===== src/rtl/serdesphy_power_sequencer.sv =====
// SerDes PHY power-up and lock-recovery sequencer, 24 MHz reference domain.
// Define SERDESPHY_SEQ_AUTO_RETRY_EN to let FAULT retry up to MAX_RETRY times.
module serdesphy_power_sequencer #(
    parameter int PLL_RST_CYCLES   = 48,
    parameter int PLL_LOCK_TIMEOUT = 2400,
    parameter int CDR_RST_CYCLES   = 24,
    parameter int CDR_LOCK_TIMEOUT = 4800,
    parameter int LOCK_FILT        = 8,
    parameter int MAX_RETRY        = 3
) (
    input  logic       clk_ref_24m,
    input  logic       rst_in,
    input  logic       phy_en_req,
    input  logic       pll_lock,
    input  logic       cdr_lock,
    output logic       phy_en,
    output logic       pll_rst,
    output logic       cdr_rst,
    output logic       tx_en,
    output logic       rx_en,
    output logic       seq_ready,
    output logic       seq_fault,
    output logic [2:0] seq_state,
    output logic [1:0] retry_cnt
);

    typedef enum logic [2:0] {
        ST_OFF      = 3'd0,
        ST_PLL_RST  = 3'd1,
        ST_PLL_WAIT = 3'd2,
        ST_CDR_RST  = 3'd3,
        ST_CDR_WAIT = 3'd4,
        ST_READY    = 3'd5,
        ST_FAULT    = 3'd6
    } state_e;

`ifdef SERDESPHY_SEQ_AUTO_RETRY_EN
    localparam bit AUTO_RETRY = 1'b1;
`else
    localparam bit AUTO_RETRY = 1'b0;
`endif
    localparam logic [1:0] RETRY_LIMIT = AUTO_RETRY ? 2'(MAX_RETRY) : 2'd0;

    localparam int MAX_RST  = (PLL_RST_CYCLES > CDR_RST_CYCLES) ? PLL_RST_CYCLES : CDR_RST_CYCLES;
    localparam int MAX_TO   = (PLL_LOCK_TIMEOUT > CDR_LOCK_TIMEOUT) ? PLL_LOCK_TIMEOUT : CDR_LOCK_TIMEOUT;
    localparam int MAX_T    = (MAX_RST > MAX_TO) ? MAX_RST : MAX_TO;
    localparam int CNT_W    = $clog2(MAX_T) + 1;
    localparam int FILT_W   = $clog2(LOCK_FILT + 1);

    // The step counter reads 0 in the first cycle of a state, so an N-cycle
    // window closes on the edge where the counter shows N-1.
    localparam logic [CNT_W-1:0]  PLL_RST_LAST  = CNT_W'(PLL_RST_CYCLES - 1);
    localparam logic [CNT_W-1:0]  PLL_WAIT_LAST = CNT_W'(PLL_LOCK_TIMEOUT - 1);
    localparam logic [CNT_W-1:0]  CDR_RST_LAST  = CNT_W'(CDR_RST_CYCLES - 1);
    localparam logic [CNT_W-1:0]  CDR_WAIT_LAST = CNT_W'(CDR_LOCK_TIMEOUT - 1);
    localparam logic [FILT_W-1:0] FILT_QUAL     = FILT_W'(LOCK_FILT);

    state_e            state_q, state_d;
    logic [CNT_W-1:0]  cnt_q, cnt_d;
    logic [FILT_W-1:0] pll_filt_q, pll_filt_d;
    logic [FILT_W-1:0] cdr_filt_q, cdr_filt_d;
    logic [1:0]        retry_cnt_q, retry_cnt_d;
    logic              pll_qual, cdr_qual;

    always_ff @(posedge clk_ref_24m or posedge rst_in) begin
        if (rst_in) begin
            state_q     <= ST_OFF;
            cnt_q       <= '0;
            pll_filt_q  <= '0;
            cdr_filt_q  <= '0;
            retry_cnt_q <= '0;
        end else begin
            // NOTE: non-blocking so every flop samples the pre-edge values of the others.
            state_q     <= state_d;
            cnt_q       <= cnt_d;
            pll_filt_q  <= pll_filt_d;
            cdr_filt_q  <= cdr_filt_d;
            retry_cnt_q <= retry_cnt_d;
        end
    end

    assign pll_qual = (pll_filt_q == FILT_QUAL);
    assign cdr_qual = (cdr_filt_q == FILT_QUAL);

    // Lock filters run in every state and are never cleared by a state change.
    always_comb begin
        // NOTE: defaults first so no path through this block can infer a latch.
        pll_filt_d = '0;
        cdr_filt_d = '0;
        if (pll_lock) begin
            pll_filt_d = pll_qual ? pll_filt_q : pll_filt_q + 1'b1;
        end
        if (cdr_lock) begin
            cdr_filt_d = cdr_qual ? cdr_filt_q : cdr_filt_q + 1'b1;
        end
    end

    always_comb begin
        state_d     = state_q;
        retry_cnt_d = retry_cnt_q;
        if (!phy_en_req) begin
            state_d     = ST_OFF;
            retry_cnt_d = '0;
        end else begin
            case (state_q)
                ST_OFF:      state_d = ST_PLL_RST;
                ST_PLL_RST:  if (cnt_q == PLL_RST_LAST) state_d = ST_PLL_WAIT;
                ST_PLL_WAIT: begin
                    if (pll_qual)                    state_d = ST_CDR_RST;
                    else if (cnt_q == PLL_WAIT_LAST) state_d = ST_FAULT;
                end
                ST_CDR_RST: begin
                    if (!pll_lock)                  state_d = ST_PLL_RST;
                    else if (cnt_q == CDR_RST_LAST) state_d = ST_CDR_WAIT;
                end
                ST_CDR_WAIT: begin
                    if (!pll_lock)                   state_d = ST_PLL_RST;
                    else if (cdr_qual)               state_d = ST_READY;
                    else if (cnt_q == CDR_WAIT_LAST) state_d = ST_FAULT;
                end
                ST_READY: begin
                    if (!pll_lock)      state_d = ST_PLL_RST;
                    else if (!cdr_lock) state_d = ST_CDR_RST;
                end
                ST_FAULT: begin
                    if (AUTO_RETRY && cnt_q == PLL_RST_LAST && retry_cnt_q < RETRY_LIMIT) begin
                        state_d     = ST_PLL_RST;
                        retry_cnt_d = retry_cnt_q + 2'd1;
                    end
                end
                default:     state_d = ST_OFF;
            endcase
            if (state_d == ST_READY) retry_cnt_d = '0;
        end
    end

    always_comb begin
        cnt_d = '0;
        if (state_d == state_q) begin
            cnt_d = (&cnt_q) ? cnt_q : cnt_q + 1'b1;
        end
    end

    always_comb begin
        phy_en    = 1'b0;
        pll_rst   = 1'b0;
        cdr_rst   = 1'b0;
        tx_en     = 1'b0;
        rx_en     = 1'b0;
        seq_ready = 1'b0;
        seq_fault = 1'b0;
        case (state_q)
            ST_OFF: begin
                pll_rst = 1'b1;
                cdr_rst = 1'b1;
            end
            ST_PLL_RST: begin
                phy_en  = 1'b1;
                pll_rst = 1'b1;
                cdr_rst = 1'b1;
            end
            ST_PLL_WAIT: begin
                phy_en  = 1'b1;
                cdr_rst = 1'b1;
            end
            ST_CDR_RST: begin
                phy_en  = 1'b1;
                tx_en   = 1'b1;
                cdr_rst = 1'b1;
            end
            ST_CDR_WAIT: begin
                phy_en = 1'b1;
                tx_en  = 1'b1;
            end
            ST_READY: begin
                phy_en    = 1'b1;
                tx_en     = 1'b1;
                rx_en     = 1'b1;
                seq_ready = 1'b1;
            end
            ST_FAULT: begin
                pll_rst   = 1'b1;
                cdr_rst   = 1'b1;
                seq_fault = 1'b1;
            end
            default: begin
                pll_rst = 1'b1;
                cdr_rst = 1'b1;
            end
        endcase
    end

    assign seq_state = state_q;
    assign retry_cnt = AUTO_RETRY ? retry_cnt_q : 2'b00;

endmodule


===== config.mk =====
export PLATFORM = sky130hd
export DESIGN_NAME = serdesphy_power_sequencer
export DESIGN_NICKNAME = d
export VERILOG_FILES = /design/src/rtl/serdesphy_power_sequencer.sv
export SDC_FILE = /design/constraint.sdc
export NUM_CORES = 1
export LEC_CHECK = 0
export CELL_PAD_IN_SITES_DETAIL_PLACEMENT = 0
export CELL_PAD_IN_SITES_GLOBAL_PLACEMENT = 1
export CORE_UTILIZATION = 23
export DETAILED_ROUTE_END_ITERATION = 10
export HOLD_SLACK_MARGIN = 0.1
export PLACE_DENSITY = 0.48
export SLEW_MARGIN = 30
export SYNTH_ARGS = -nofsm -noshare
export SYNTH_HDL_FRONTEND = slang
export SYNTH_SLANG_ARGS = --single-unit

===== constraint.sdc =====
create_clock -name clk_ref_24m -period 2.1 [get_ports clk_ref_24m]
set_input_delay 0.21 -clock clk_ref_24m [delete_from_list [all_inputs] [get_ports clk_ref_24m]]
set_output_delay 0.21 -clock clk_ref_24m [all_outputs]
set_load 0.01 [all_outputs]

# [Word-level counts from Yosys, hierarchy flattened]
# Cells that the tools add are included.
[word_totals] output_inout_bits=12 elab_cells=53 input_bits=5 regBits=25
[op_classes] mux=24 n_eq_ne=16 n_addsub=3 reduce_logical=6
[ops] cell="$mux W3" n=11
[ops] cell="$mux W14" n=2
[ops] cell="$pmux W3 S7" n=1
[ops] cell="$mux W4" n=4
[ops] cell="$add A14 B1 Y14 const B" n=1
[ops] cell="$eq A14 B12 Y1 const B" n=1
[ops] cell="$eq A14 B13 Y1 const B" n=1
[ops] cell="$eq A14 B5 Y1 const B" n=1
[ops] cell="$eq A14 B6 Y1 const B" n=1
[ops] cell="$reduce_and A14 Y1" n=1
[ops] cell="$eq A3 B3 Y1 const B" n=3
[ops] cell="$add A4 B1 Y4 const B" n=2
[ops] cell="$eq A4 B4 Y1 const B" n=2
[ops] cell="$eq A3 B2 Y1 const B" n=2
[ops] cell="$mux W1" n=6
[ops] cell="$ne A2 B2 Y1 const B" n=3
[ops] cell="$reduce_or A5 Y1" n=1
[ops] cell="$reduce_or A4 Y1" n=1
[ops] cell="$eq A3 B1 Y1 const B" n=1
[ops] cell="$eq A3 B3 Y1" n=1
[ops] cell="$logic_not A3 Y1" n=1
[ops] cell="$reduce_or A3 Y1" n=1
[ops] cell="$reduce_or A2 Y1" n=1

# [Longest topological paths before layout]
# Gate-level depths: netlist (run 1).
[depth] word_depth=8 depth_mapped=8 mapped_depth_nobuf=7

# [Worst setup path before layout (run 1)]
# OpenSTA, ideal clock, no wires.
[synth_timing] kind="register to register" startpoint="register cnt_q[0]" endpoint="register cnt_q[0]" path_slack_ns=0.078 path_buffers=2 stages_incl_launch_ff=9 arrival_ns=1.926 path_cell_list="dfrtp_1 > ha_1 > and3_1 > buf_6 > and4bb_1 > a32oi_1 > nand4_2 > buf_6 > nor4_2"
[synth_between] elab_chain_cells=8 word_cells_on_any_way=20 classes_between="1 x add/sub; 6 x eq/ne; 12 x mux; 1 x reduce/logical"
[synth_rtl] item="start: declaration" line="59" source="logic [CNT_W-1:0] cnt_q, cnt_d;"
[synth_rtl] item="start signal: assignment" line="75" source="cnt_q <= cnt_d;"
[synth_rtl] item="$eq A14 B13 Y1" line="119" source="else if (cnt_q == CDR_WAIT_LAST) state_d = ST_FAULT;"
[synth_rtl] item="$mux W3" line="119"
[synth_rtl] item="$mux W3" line="118" source="else if (cdr_qual) state_d = ST_READY;"
[synth_rtl] item="$mux W3" line="117" source="if (!pll_lock) state_d = ST_PLL_RST;"
[synth_rtl] item="$pmux W3 S7" line="105" source="case (state_q)"
[synth_rtl] item="$mux W3" line="101" source="if (!phy_en_req) begin"
[synth_rtl] item="$eq A3 B3 Y1" line="139" source="if (state_d == state_q) begin"
[synth_rtl] item="$ne A2 B2 Y1 (no source line) / $mux W14 (equally long branches)"
# Several ways; a longest one is shown, not always the timed one. The select of a mux whose other input is x is not followed.
# A chain may end at the register's enable or synchronous reset.

# [Final worst setup path (run 1)]
[layout_timing] startpoint="register cnt_q[13]" endpoint="register cnt_q[9]"
# Same word-level chain as after synthesis.

==> impl_metrics.toml, run 1 <==
[place]
portBuffers = 14
dp_cells = 339
place.gp.congestion = 0.701
dp_hpwl_microns = 3550

[worst_setup_path]
cp_slowest_cell = "or4_4"
slowest_delay_ns = 0.58
cp-end-kind = "flop"
worstPathMaxFanout = 14
crit_required_ns = 2.26
crit_type = "reg -> reg"
path_cells = "or4_4 -> and4bb_1 -> nand2b_2 -> o2111a_2 -> buf_12 -> nor4_2"
arrival_ns = 2.21
startpoint_type = "flop"

[global_route]
grt_overflow = 0
antenna_found_initial = 0
grt_usage = 0.115
grt_pass1_vias = 1551
grt_first_pass_wirelength_microns = 7760
grt_max_degree = 26

[sta]
clock_skew_ns = 0.00781
max_freq_mhz = 487
grt_setup_unrepaired = "true"
maxSlewViolCount = 0
finalCritPeriodShare = 0.977
finalHoldViolations = 0
finalSetupViolCount = 0
holdWs_ns = 0.296
fin_crit_ns = 2.05

[cts]
htree_num_levels = 1
clkSinkCount = 25
cts_tree = "done"
clock_latency_ns = 0.27
clockBufferDepth = 2
cts_buffers = 3
root_buffer = "clkbuf_8"
cts.clk_slew.worst_paths_ns = 0.10

[synth]
synth_flop_cell = "dfrtp_1"
async_flop_share = 1.00
yosysUniqueCellTypes = 53
syn_area_sq_um = 1850
avgSynthCellArea_sq_um = 9.53
synth_edf_count = 0
yosys_warnings = 0
synth_cells = 194
ys_seq_elements = 25
ys_seq_area_frac = 0.338

[drt]
initialDrtViolationCount = 57
vias = 1614
dr.pass1.iters = 4
drt-total-wl_microns = 4720
antenna_left = 0
drc = 0
vias_per_cell = 4.68
wire_per_inst_microns = 13.7

[power_and_ir_drop]
pwr-share-clk = 0.249
seq_power_share = 0.477
peakVddDrop_mv = 0.326
intPower_uw = 814
power.leakage_nw = 1.02
swShare = 0.306
power_density_nw_per_um2 = 478
combPwrFrac = 0.274
p_sw_uw = 360

[layout]
layout_commonest_cell = "buf_4"
stdcell_count = 345
insertedDiodeCount = 0
drive_above_1_share = 0.309
nFillCells = 858
final_nets = 255
final_cell_mix = "41 x buf_4, 23 x dfrtp_1, 16 x nand2_1, 14 x clkdlybuf4s50_1, 13 x nor4_2"
syn_to_final_growth_pct = 32.9

[floorplanning]
core_region_area_sq_um = 7770
initial_core_util = 0.238
row_count = 32
fp.dieW_microns = 91.7
io_pins = 17
die-height_microns = 91.7
die-area_sq_um = 8400

[flow_run]
cap_violations = 0

[hold_path]
hp-class = "in -> async"

[outcome]
outcome = "finished, final reports clean"
[path summary, 6_finish.rpt]
check,end,cells past startpoint,slack (ns),startpoint
max,cnt_q[9],6,0.05,cnt_q[13]
min,pll_filt_q[0],3,0.30,rst_in
max reg2reg,cnt_q[9],6,0.05,cnt_q[13]
min reg2reg,cdr_filt_q[3],2,0.63,cdr_filt_q[3]
max in group asynchronous,seq_state[0],3,1.52,rst_in
min in group clk_ref_24m,cdr_filt_q[3],2,0.63,cdr_filt_q[3]
[per-layer routing]
layer | share of wire | wire length (microns) | track usage | vias up
met4 | 0.0076 | 36 | 0.0278 | 0
met1 | 0.48 | 2280 | 0.158 | 770
li1 | - | - | - | 800
met3 | 0.034 | 158 | 0.0133 | 4
met5 | 0 | 0 | 0 | -
met2 | 0.48 | 2240 | 0.192 | 40
[power by group through the flow]
stage                     combinational, mW  clock (mW)  sequential [mW]
final                                 0.322       0.293            0.560
after global placement                0.308           0            0.569
after detailed placement              0.310           0            0.568
after CTS                             0.312       0.312            0.559
after floorplan                       0.186           0            0.557
after global routing                  0.355       0.327            0.566
[layout make-up]
type	instances	area [sq um]	area share
Inverter	11	45.0	0.0183
Tap cell	102	128	0.0519
Multi-Input combinational cell	145	1100	0.449
Clock inverter	1	5.00	0.00204
Sequential cell	25	628	0.256
Timing Repair Buffer	58	508	0.207
Clock buffer	3	41.3	0.0168
[timing repair]
item | 4_1_cts | 5_1_grt
setup buffers | 0 | 2
hold buffers | 0 | 0
cloned | 0 | 0
endpoints found under the setup margin | 1 | 16
pin swaps | 1 | 1
resized for setup | 0 | 9
[critical path, delay by kind of cell (launching register included)]
kind | cells | cell delay (ns)
compound gates | 1 | 0.23
buf+inv | 1 | 0.16
flops | 1 | 0.40
simple gates | 4 | 1.15
[cells in the mapped netlist, drive strengths merged, types with 2 or more instances]
library cell / instances / share of area
mux2i: 6 / 0.032
inv: 11 / 0.022
o21ai: 6 / 0.016
or4: 4 / 0.020
nor2b: 3 / 0.012
buf: 13 / 0.064
a31oi: 2 / 0.0068
a21oi: 2 / 0.0054
dfrtp: 25 / 0.34
a32oi: 2 / 0.0095
nand4b: 4 / 0.019
and3: 3 / 0.011
nand2b: 5 / 0.018
and2: 6 / 0.020
ha: 6 / 0.041
nand2: 16 / 0.032
or3: 3 / 0.010
xnor2: 5 / 0.024
and4: 2 / 0.0095
nor3: 2 / 0.0054
nor2: 9 / 0.018
xor2: 7 / 0.033
nand3: 9 / 0.024
o211ai: 2 / 0.0081
nor4: 17 / 0.095
or2b: 2 / 0.0088
nand4: 7 / 0.027
[logic make-up after synthesis]
group	synth area share
flops	0.338
other cells	0.00203
mux	0.0325
xor+xnor	0.0568
fa+ha+maj	0.0406
buf+inv	0.0880
compound gates	0.0805
simple gates	0.361
[state kept, by name, indices dropped and copies added, names as in the netlist]
register,cells
cdr_filt_q,4
cnt_q,14
pll_filt_q,4
seq_state,3
[stage by stage]
stage,utilization,worst slack (ns),total power [mW],TNS [ns],cell area (sq um)
after floorplan,-,0.0785,0.744,0,1850
after global placement,0.303,-0.00936,0.878,-0.0454,2350
after detailed placement,0.303,-0.0567,0.878,-0.651,2350
after CTS,0.309,0.0111,1.18,0,2400
after global routing,0.316,-0.0194,1.25,-0.0771,2460
final,0.316,0.0482,1.17,0,2460
Note: power is estimated with default switching activity, not from simulation.
==> inputs of run 2 (changes only) <==
--- a/config.mk
+++ b/config.mk
@@ -9,6 +9,7 @@
 export CELL_PAD_IN_SITES_GLOBAL_PLACEMENT = 1
 export CORE_UTILIZATION = 23
 export DETAILED_ROUTE_END_ITERATION = 10
+export GPL_ROUTABILITY_DRIVEN = 1
 export HOLD_SLACK_MARGIN = 0.1
 export PLACE_DENSITY = 0.48
 export SLEW_MARGIN = 30
==> results of run 2 <==
Final layout, timing and power as in run 1 (identical DEF).
==> inputs of run 3 (changes only) <==
--- a/config.mk
+++ b/config.mk
@@ -5,6 +5,7 @@
 export SDC_FILE = /design/constraint.sdc
 export NUM_CORES = 1
 export LEC_CHECK = 0
+export ABC_CLOCK_PERIOD_IN_PS = 2100
 export CELL_PAD_IN_SITES_DETAIL_PLACEMENT = 0
 export CELL_PAD_IN_SITES_GLOBAL_PLACEMENT = 1
 export CORE_UTILIZATION = 23
==> results of run 3 <==
Final layout, timing and power as in run 1 (identical DEF).
